`config.mk`:
```
export PLATFORM = sky130hd
export DESIGN_NAME = gf233_mul_seq_flat
export DESIGN_NICKNAME = d
export VERILOG_FILES = /design/src/rtl/gf233_mul_seq_if.sv /design/src/rtl/gf233_mul_seq.sv /design/src/flat_wrapper.sv
export SDC_FILE = /design/constraint.sdc
export NUM_CORES = 2
export LEC_CHECK = 0
export CAP_MARGIN = 10
export CORE_MARGIN = 4
export CORE_UTILIZATION = 25
export DETAILED_ROUTE_END_ITERATION = 10
export GPL_TIMING_DRIVEN = 0
export PLACE_DENSITY_LB_ADDON = 0.15
export SLEW_MARGIN = 20
export SYNTH_ARGS = -nofsm -noshare
export SYNTH_HDL_FRONTEND = slang
export SYNTH_SLANG_ARGS = --single-unit
```
`constraint.sdc`:
```
create_clock -name clk -period 3.9 [get_ports clk]
set_clock_uncertainty 0.15 [all_clocks]
set_input_delay 0.585 -clock clk [delete_from_list [all_inputs] [get_ports clk]]
set_output_delay 0.585 -clock clk [all_outputs]
set_load 0.01 [all_outputs]
```
`src/rtl/gf233_mul_seq_if.sv`:
```
// rtl/gf233_mul_seq_if.sv - request/result bundle for the sequential GF(2^233) multiplier
//
// Signals:
//   start  master->slave  request, sampled by the multiplier only when idle
//   a, b   master->slave  233-bit operands, bit i = coefficient of x^i
//   busy   slave->master  operation in progress
//   done   slave->master  one-cycle pulse, c valid in that cycle
//   c      slave->master  reduced product a*b mod x^233+x^74+1
`timescale 1ns/1ps
interface gf233_mul_seq_if;
    logic         start;
    logic [232:0] a;
    logic [232:0] b;
    logic         busy;
    logic         done;
    logic [232:0] c;

    modport master (output start, output a, output b,
                    input  busy,  input  done, input c);
    modport slave  (input  start, input  a, input  b,
                    output busy,  output done, output c);
endinterface

```
`src/rtl/gf233_mul_seq.sv`:
```
// rtl/gf233_mul_seq.sv - sequential GF(2^233) multiplier over a single 29x29 carry-less core
//
// Modules:
//   mult29        29x29 carry-less multiplier, product registered (1-cycle latency)
//   gf233_mul_seq limb-serial controller, 522-bit accumulator, two-step fold mod
//                 f(x) = x^233 + x^74 + 1
//
// gf233_mul_seq ports:
//   clk    rising-edge clock
//   rst_n  synchronous active-low reset; aborts any operation in flight
//   bus    gf233_mul_seq_if.slave: start/a/b in, busy/done/c out
//
// Build option:
//   GF233_MUL_ZERO_SKIP_EN  when defined, rows whose A limb is zero are skipped,
//                           giving latency 9*nz+3 (nz = nonzero A limbs); results
//                           are identical to the default fixed-84-cycle build.
`timescale 1ns/1ps
module mult29 #(
    parameter int W = 29
) (
    input  logic           clk,
    input  logic           rst_n,
    input  logic [W-1:0]   x,
    input  logic [W-1:0]   y,
    output logic [2*W-1:0] p
);
    function automatic logic [2*W-1:0] clmul(input logic [W-1:0] u, input logic [W-1:0] v);
        logic [2*W-1:0] r;
        r = '0;
        for (int k = 0; k < W; k++) begin
            if (v[k]) r = r ^ ({{W{1'b0}}, u} << k);
        end
        return r;
    endfunction

    always_ff @(posedge clk) begin
        if (!rst_n) p <= '0;
        else        p <= clmul(x, y);
    end
endmodule

module gf233_mul_seq #(
    parameter int LIMB_W = 29,
    parameter int NLIMB  = 9
) (
    input  logic          clk,
    input  logic          rst_n,
    gf233_mul_seq_if.slave bus
);
    localparam int M  = 233;
    localparam int K  = 74;
    localparam int PW = NLIMB * LIMB_W;      // padded operand width (261)
    localparam int AW = 2 * PW;              // accumulator width (522)
    localparam int DW = 2 * LIMB_W;          // core product width (58)
    localparam logic [8:0] SHIFT_STEP = 9'(LIMB_W);
    localparam logic [3:0] LAST = 4'(NLIMB - 1);

    typedef enum logic [2:0] {IDLE, MULT, DRAIN, REDUCE, DONE} state_t;

    state_t          state;
    logic [PW-1:0]   a_reg;
    logic [PW-1:0]   b_reg;
    logic [3:0]      i_idx;
    logic [3:0]      j_idx;
    logic            tag_valid;
    logic [8:0]      tag_shift;
    logic [AW-1:0]   acc;
    logic            busy_q;
    logic            done_q;
    logic [M-1:0]    c_q;

    logic [PW-1:0]   a_pad_in;
    logic [PW-1:0]   b_pad_in;
    logic [LIMB_W-1:0] a_limb;
    logic [LIMB_W-1:0] b_limb;
    logic [DW-1:0]   mult_p;

    assign a_pad_in = {{(PW-M){1'b0}}, bus.a};
    assign b_pad_in = {{(PW-M){1'b0}}, bus.b};
    assign a_limb   = a_reg[int'(i_idx)*LIMB_W +: LIMB_W];
    assign b_limb   = b_reg[int'(j_idx)*LIMB_W +: LIMB_W];

    mult29 #(.W(LIMB_W)) u_mult29 (
        .clk   (clk),
        .rst_n (rst_n),
        .x     (a_limb),
        .y     (b_limb),
        .p     (mult_p)
    );

`ifdef GF233_MUL_ZERO_SKIP_EN
    function automatic logic [NLIMB-1:0] nz_mask(input logic [PW-1:0] v);
        logic [NLIMB-1:0] m;
        for (int k = 0; k < NLIMB; k++) m[k] = |v[k*LIMB_W +: LIMB_W];
        return m;
    endfunction

    // {found, index} of the lowest nonzero row at or above 'from'.
    // Scanning downwards lets the lowest qualifying row win.
    function automatic logic [4:0] next_row(input logic [NLIMB-1:0] m, input int from);
        logic [4:0] r;
        r = '0;
        for (int k = NLIMB - 1; k >= 0; k--) begin
            if (k >= from && m[k]) r = {1'b1, 4'(k)};
        end
        return r;
    endfunction

    logic [4:0] row_first;
    logic [4:0] row_next;
    assign row_first = next_row(nz_mask(a_pad_in), 0);
    assign row_next  = next_row(nz_mask(a_reg), int'(i_idx) + 1);
`endif

    // Fold mod x^233+x^74+1: x^(233+k) = x^k*(x^74+1). The first pass leaves at most
    // 73 bits above x^232 (from h<<74); the second pass lands entirely below x^233.
    logic [M-2:0]  fold_h;
    logic [M-1:0]  fold_r;
    logic [72:0]   fold_h2;
    logic [M-1:0]  fold_c;

    always_comb begin
        fold_h  = acc[2*M-2:M];
        fold_r  = acc[M-1:0] ^ {1'b0, fold_h} ^ {fold_h[M-K-1:0], {K{1'b0}}};
        fold_h2 = fold_h[M-2:M-K];
        fold_c  = fold_r ^ {{(M-73){1'b0}}, fold_h2} ^ {{(M-73-K){1'b0}}, fold_h2, {K{1'b0}}};
    end

    always_ff @(posedge clk) begin
        if (!rst_n) begin
            state     <= IDLE;
            a_reg     <= '0;
            b_reg     <= '0;
            i_idx     <= '0;
            j_idx     <= '0;
            tag_valid <= 1'b0;
            tag_shift <= '0;
            acc       <= '0;
            busy_q    <= 1'b0;
            done_q    <= 1'b0;
            c_q       <= '0;
        end else begin
            // Tag travels alongside the registered product so the shift matches
            // the limb pair that produced it.
            tag_valid <= (state == MULT);
            tag_shift <= SHIFT_STEP * (9'(i_idx) + 9'(j_idx));
            if (tag_valid) acc <= acc ^ ({{(AW-DW){1'b0}}, mult_p} << tag_shift);

            case (state)
                IDLE: begin
                    if (bus.start) begin
                        a_reg  <= a_pad_in;
                        b_reg  <= b_pad_in;
                        j_idx  <= '0;
                        acc    <= '0;
                        busy_q <= 1'b1;
`ifdef GF233_MUL_ZERO_SKIP_EN
                        if (row_first[4]) begin
                            i_idx <= row_first[3:0];
                            state <= MULT;
                        end else begin
                            i_idx <= '0;
                            state <= DRAIN;
                        end
`else
                        i_idx <= '0;
                        state <= MULT;
`endif
                    end
                end
                MULT: begin
                    if (j_idx == LAST) begin
                        j_idx <= '0;
`ifdef GF233_MUL_ZERO_SKIP_EN
                        if (row_next[4]) i_idx <= row_next[3:0];
                        else             state <= DRAIN;
`else
                        if (i_idx == LAST) state <= DRAIN;
                        else               i_idx <= i_idx + 4'd1;
`endif
                    end else begin
                        j_idx <= j_idx + 4'd1;
                    end
                end
                DRAIN: begin
                    state <= REDUCE;
                end
                REDUCE: begin
                    c_q    <= fold_c;
                    done_q <= 1'b1;
                    busy_q <= 1'b0;
                    state  <= DONE;
                end
                DONE: begin
                    done_q <= 1'b0;
                    state  <= IDLE;
                end
                default: state <= IDLE;
            endcase
        end
    end

    assign bus.busy = busy_q;
    assign bus.done = done_q;
    assign bus.c    = c_q;
endmodule

```
`src/flat_wrapper.sv`:
```
// flat-port wrapper written by rule: the top's interface ports become plain ports
module gf233_mul_seq_flat 
#(
    parameter int LIMB_W = 29,
    parameter int NLIMB  = 9
)
  (clk, rst_n, bus_start, bus_a, bus_b, bus_busy, bus_done, bus_c);
  gf233_mul_seq_if bus_i ();
  input  logic clk;
  input  logic rst_n;
  input wire logic [$bits(bus_i.start)-1:0] bus_start;
  input wire logic [$bits(bus_i.a)-1:0] bus_a;
  input wire logic [$bits(bus_i.b)-1:0] bus_b;
  output wire logic [$bits(bus_i.busy)-1:0] bus_busy;
  output wire logic [$bits(bus_i.done)-1:0] bus_done;
  output wire logic [$bits(bus_i.c)-1:0] bus_c;
  assign bus_i.start = bus_start;
  assign bus_i.a = bus_a;
  assign bus_i.b = bus_b;
  assign bus_busy = bus_i.busy;
  assign bus_done = bus_i.done;
  assign bus_c = bus_i.c;
  gf233_mul_seq #(.LIMB_W(LIMB_W), .NLIMB(NLIMB)) u_core (.clk(clk), .rst_n(rst_n), .bus(bus_i));
endmodule
```
# ---- After elaboration in Yosys (flattened, before gate mapping)
# Index checks and enable logic that the tools add are counted.
dict set report op_classes {
  n_mul 3
  muxes 73
  n_bitwise 33
  eq_ne 10
  shifts 3
  addsub 3
  n_reduce_logical 9
}
# cell count
set op_table {}
lappend op_table {{2-to-1 mux 58 bit} 56}
lappend op_table {{2-to-1 mux 522 bit} 3}
lappend op_table {{variable part select 261 x 32 -> 29 bit} 2}
lappend op_table {{left shift 58 x 9 -> 522 bit} 1}
lappend op_table {{XOR 522 bit} 1}
lappend op_table {{XOR 233 x 147 -> 233 bit} 1}
lappend op_table {{XOR 233 x 232 -> 233 bit} 1}
lappend op_table {{XOR 233 bit} 1}
lappend op_table {{XOR 233 x 73 -> 233 bit} 1}
lappend op_table {{XOR 58 x 30 -> 58 bit} 1}
lappend op_table {{XOR 58 x 31 -> 58 bit} 1}
lappend op_table {{XOR 58 x 32 -> 58 bit} 1}
lappend op_table {{XOR 58 x 33 -> 58 bit} 1}
lappend op_table {{XOR 58 x 34 -> 58 bit} 1}
lappend op_table {{XOR 58 x 35 -> 58 bit} 1}
lappend op_table {{XOR 58 x 36 -> 58 bit} 1}
lappend op_table {{XOR 58 x 37 -> 58 bit} 1}
lappend op_table {{XOR 58 x 38 -> 58 bit} 1}
lappend op_table {{XOR 58 x 39 -> 58 bit} 1}
lappend op_table {{XOR 58 x 40 -> 58 bit} 1}
lappend op_table {{XOR 58 x 41 -> 58 bit} 1}
lappend op_table {{XOR 58 x 42 -> 58 bit} 1}
lappend op_table {{XOR 58 x 43 -> 58 bit} 1}
lappend op_table {{XOR 58 x 44 -> 58 bit} 1}
lappend op_table {{other kinds (34)} 52}
dict set report word_totals {
  inputBits 469
  register_bits 1302
}

# ---- Depth between registers and ports, before layout
dict set report logic_depth {
  depth_word 87
  mapped_depth 16
  mapped_depth_nobuf 15
}

# ---- By module
# From an unflattened synthesis, not the netlist that was laid out.
dict set report hier_totals {
  hier_cells 8678
  hier_area_um2 72709.7
}
# mod cells_per_inst instances area_each_um2 seq_area_each_um2
set modules_own_cells {}
lappend modules_own_cells {gf233_mul_seq 6799 1 59972.5 23762.8}
lappend modules_own_cells {mult29 1879 1 12737.2 1141.1}

# ---- Worst setup path after synthesis
# Ideal clock, no wire load.
dict set report synth_timing {
  path_type {register -> register}
  from {register u_core.i_idx[0]}
  to {register u_core.tag_shift[8]}
  arrival_ns 3.556
  setup_time_ns 0.128
  path_slack_ns 0.066
  path_stages_with_launch 16
  cell_sequence {dfxtp_1 > ha_1 > fa_1 > xor2_1 > inv_1 > fa_1 > inv_1 > ha_1 > ha_1 > ha_1 > a21o_1 > a21oi_1 > o21bai_1 > a21oi_1 > xnor2_1 > nor2_1}
}
dict set report synth_via {
  elab_chain_cells 2
}
# item line
set synth_lines {}
lappend synth_lines {{from (decl)} gf233_mul_seq.sv:63} ;# logic [3:0] i_idx;
lappend synth_lines {{from (signal assigned)} gf233_mul_seq.sv:179} ;# else i_idx <= i_idx + 4'd1;
lappend synth_lines {{adder 4 x 4 -> 5 bit} gf233_mul_seq.sv:146} ;# tag_shift <= SHIFT_STEP * (9'(i_idx) + 9'(j_idx));
lappend synth_lines {{multiplier 5 x 9 -> 9 bit} gf233_mul_seq.sv:146}
lappend synth_lines {{to (signal assigned)} gf233_mul_seq.sv:146}
lappend synth_lines {{to (decl)} gf233_mul_seq.sv:66} ;# logic [8:0] tag_shift;
# No other way between the ends.
# A chain may end at the register's enable or synchronous reset.

# ---- Worst setup path in the final report
dict set report layout_timing {
  from {register u_core.tag_shift[2]}
  to {register u_core.acc[90]}
}
dict set report layout_via {
  elab_chain_cells 5
}
# item line
set layout_lines {}
lappend layout_lines {{left shift 58 x 9 -> 522 bit (*)} gf233_mul_seq.sv:147} ;# if (tag_valid) acc <= acc ^ ({{(AW-DW){1'b0}}, mult_p} << tag_shift);
lappend layout_lines {{XOR 522 bit (*)} gf233_mul_seq.sv:147}
lappend layout_lines {{2-to-1 mux 522 bit (*)} gf233_mul_seq.sv:147}
lappend layout_lines {{2-to-1 mux 522 bit} gf233_mul_seq.sv:151} ;# if (bus.start) begin
lappend layout_lines {{2-to-1 mux 522 bit (*)} gf233_mul_seq.sv:149} ;# case (state)
lappend layout_lines {{to (signal assigned)} gf233_mul_seq.sv:147}
lappend layout_lines {{to (decl)} gf233_mul_seq.sv:67} ;# logic [AW-1:0] acc;
# Every way passes the cells marked *; elsewhere a longest branch is shown, timed or not.

==> metrics.md <==
| Metric | Value |
|---|---|
| Outcome | finished with violations |
| Violated checks | setup timing |
| Die outline width | 535 um |
| Mapped cell area | ~0.07 mm^2 |
| CTS tree | done |
| Relative slew slack | 0.139 |
| Worst setup EP type | flop |
| Largest reg by FF count | u_core.acc |
| Crit path time final | 3.95 ns |
| Filler cells | slightly below 30000 |
| Sequential area share after synthesis | 0.359 |
| Min-delay src | bus_b[126] |
| Synth unique cells | just under 70 |
| Actual slew at the worst max-slew pin | approximately 1.3 ns |
| Largest register FFs | between 400 and 500 |
| Total clock sinks | around 1200 |
| First-pass GRT wire length | 539000 um |
| Setup Viol. Count Final | 6 |
| CP required | ~4.4 ns |
| Critical Path AT | 4.45 ns |
| RSZ-0062 raised after global routing | yes |
| Pwr per Cell Area | 382 mW/mm^2 |
| Final WS setup | -0.0453 ns |
| DRC Markers | 0 |
| Post-route cell area | about 0.090 mm^2 |
| Clk buf depth | 3 |
| Pins Over Slew Limit | 0 |
| Leakage | approximately 31 nW |
| HPWL after DPL | approximately 320000 um |
| Hold WC Path Type | in2reg |
| Initial antenna violation count | 19 |
| Total Routing Usage GR | 0.269 |
| PortBufs | ~700 |
| Detailed Route Iter0 Violations | ~5600 |
| Die area | 0.286 mm^2 |
| Drt via density | ~5 |
| Via count of the first global-routing pass | between 60000 and 70000 |
| I/O pin count | about 700 |
| Ys flop type | dfxtp_1 |
| Largest net degree at the start of global routing | 17 |
| Overall Power | 34.5 mW |
| Worst hold path depth | 3 |
| Core region area | roughly 0.28 mm^2 |
| Final nets | roughly 10000 |
| Yosys reg bits | 1244 |
| Fmax | 253 MHz |
| Hold Path End | u_core.b_reg[126] |
| Final ANT Viol Nets | 0 |
| Startpoint Class | flop |
| Clock root buffer | clkbuf_16 |
| Worst vdd ir | approximately 380 uV |
| Syn Nets | between 8000 and 9000 |
| Final Hold Viols | 0 |
| Yosys warnings | 0 |
| RR Startpoint | u_core.tag_shift[2] |
| Via count | around 66000 |
| Die span in y | approximately 530 um |
| Layout cells sized above 1 | 0.128 |
| Area grow syn2layout | 29.9% |
| Worst-Skew Late Latency | around 0.84 ns |
| Row cnt | approximately 190 |
| Async SR Flop Fraction | 0 |
| Reg area | about 0.025 mm^2 |
| Reg clk slew, reported paths | 0.06 ns |
| Total gr overflow | 0 |
| DRT Pass-1 Iters | 6 |
| Reg2reg end | u_core.acc[90] |
| CTS buffer count | roughly 150 |
| Yosys top cell area share | 0.359 |
| DR WL/cell | 30.1 um |
| H-tree levels | 4 |
| Synth area leader | dfxtp_1 |
| R2R depth | 11 |
| R2r setup slk | -0.05 ns |
| Mean Syn Cell Area | just over 8 um^2 |
| Worst Path Max Fanout | 9 |
| Count leader, synth | nand2_1 |
| Routed WL | approximately 400000 um |
| Hold_buf cts | 0 |
| Critical path class | reg2reg |
| Max-cap violation count | 0 |
| Worst Hold Slack | 0.143 ns |
| Post-synth EDFFs | 0 |
| Commonest cells post-synth | 1616 x nand2_1, 1317 x nor2_1, 1244 x dfxtp_1 |
| Initial core utilization | 0.251 |
| Dominant cells by area after synthesis | dfxtp_1 36%, xnor2_1 11%, nand2_1 8.7%, xor2_1 7.9%, nor2_1 7.1% |
| Mapped Cells | 8453 |
| Footprint of the multi-input gates | about 0.043 mm^2 |
| RD Place Congestion | about 1.0 |
| Placed cell area | between 0.08 and 0.09 mm^2 |
| Final Cycle Share | 1.01 |
## kinds of logic (layout without fill, tap and decap cells)
family,count (synthesis),count (layout),share of synthesized area
xor gates and xnor gates,1531,1531,0.203
muxes,364,364,0.0899
buffers and inverters,669,1788,0.0449
adders and majority gates,31,31,0.00624
other,0,14,0
and+or+nand+nor,3274,3274,0.189
AOI/OAI and AO/OA,1340,1340,0.108
DFF,1244,1244,0.359
## stage by stage
stage	cells	TNS [ns]	utilization	setup slack [ns]
after global placement	12900	-1055.70	0.293	-2.51
after CTS	13200	-0.0648	0.323	-0.0374
after detailed placement	12900	-501.02	0.296	-1.55
after floorplan	8453	0	-	0.0662
after global routing	13300	-0.0412	0.326	-0.0298
final	13300	-0.131	0.326	-0.0453
## power breakdown
part	total [mW]	switching (mW)	internal, mW
logic	6.45	4.09	2.36
registers	13.4	0.288	13.1
clock network	14.6	6.20	8.40
total	34.5	10.6	23.9
## critical path, stage by stage (launching register included)
cell       delay [ns]
dfxtp_1          0.30
buf_2            0.28
nor2b_1          0.57
o2bb2ai_1        0.23
a31oi_4          0.12
buf_6            0.22
mux2i_4          0.54
a21o_1           0.43
a22o_1           0.55
nand2_1          0.18
xor2_1           0.17
nor2_1           0.05
## worst max path at each step
| stage | slack (ns) | from | to |
|---|---|---|---|
| floorplan | 0.07 | u_core.i_idx[0] | u_core.tag_shift[8] |
| global placement | -2.51 | u_core.tag_shift[0] | u_core.acc[66] |
| detailed placement | -1.55 | bus_start | u_core.acc[314] |
| CTS | -0.04 | u_core.i_idx[1] | u_core.u_mult29.p[26] |
| global route | -0.03 | u_core.j_idx[0] | u_core.u_mult29.p[25] |
| finish | -0.05 | u_core.tag_shift[2] | u_core.acc[90] |
## final cells by class
cell class,instances,area share
Buffer,635,0.0409
Inverter,25,0.00114
Timing Repair Buffer,854,0.0952
Sequential cell,1244,0.276
Tap cell,3705,0.0514
Clock buffer,235,0.0503
Antenna cell,14,0.000389
Multi-Input combinational cell,6540,0.478
Clock inverter,39,0.00602
## routing by layer
layer	GRT usage	part of all wire	vias up	wire [um]
met5	0	0.00017	-	69
li1	-	-	29800	-
met1	0.320	0.40	32200	158000
met2	0.456	0.47	2691	189000
met3	0.0457	0.059	810	23600
met4	0.158	0.073	10	29000
## what timing repair did
action,CTS,global route
gates resized for setup,419,151
cloned,0,0
pin swaps,30,34
endpoints found under the setup margin,530,182
buffers inserted,72,45
## placed cells by master, fill, tap and decap left out, types with 69 or more instances in the layout
cell and instances:
nand2_1 1605, nor2_1 1304, dfxtp_1 1237, xnor2_1 841, a21oi_1 810, clkdlybuf4s50_1 702, xor2_1 621, clkbuf_1 389
buf_4 183, o21ai_0 179, mux4_2 178, clkbuf_16 153, or3_1 144, a211oi_1 79, mux2_2 69
(Power assumes the default switching activity.)
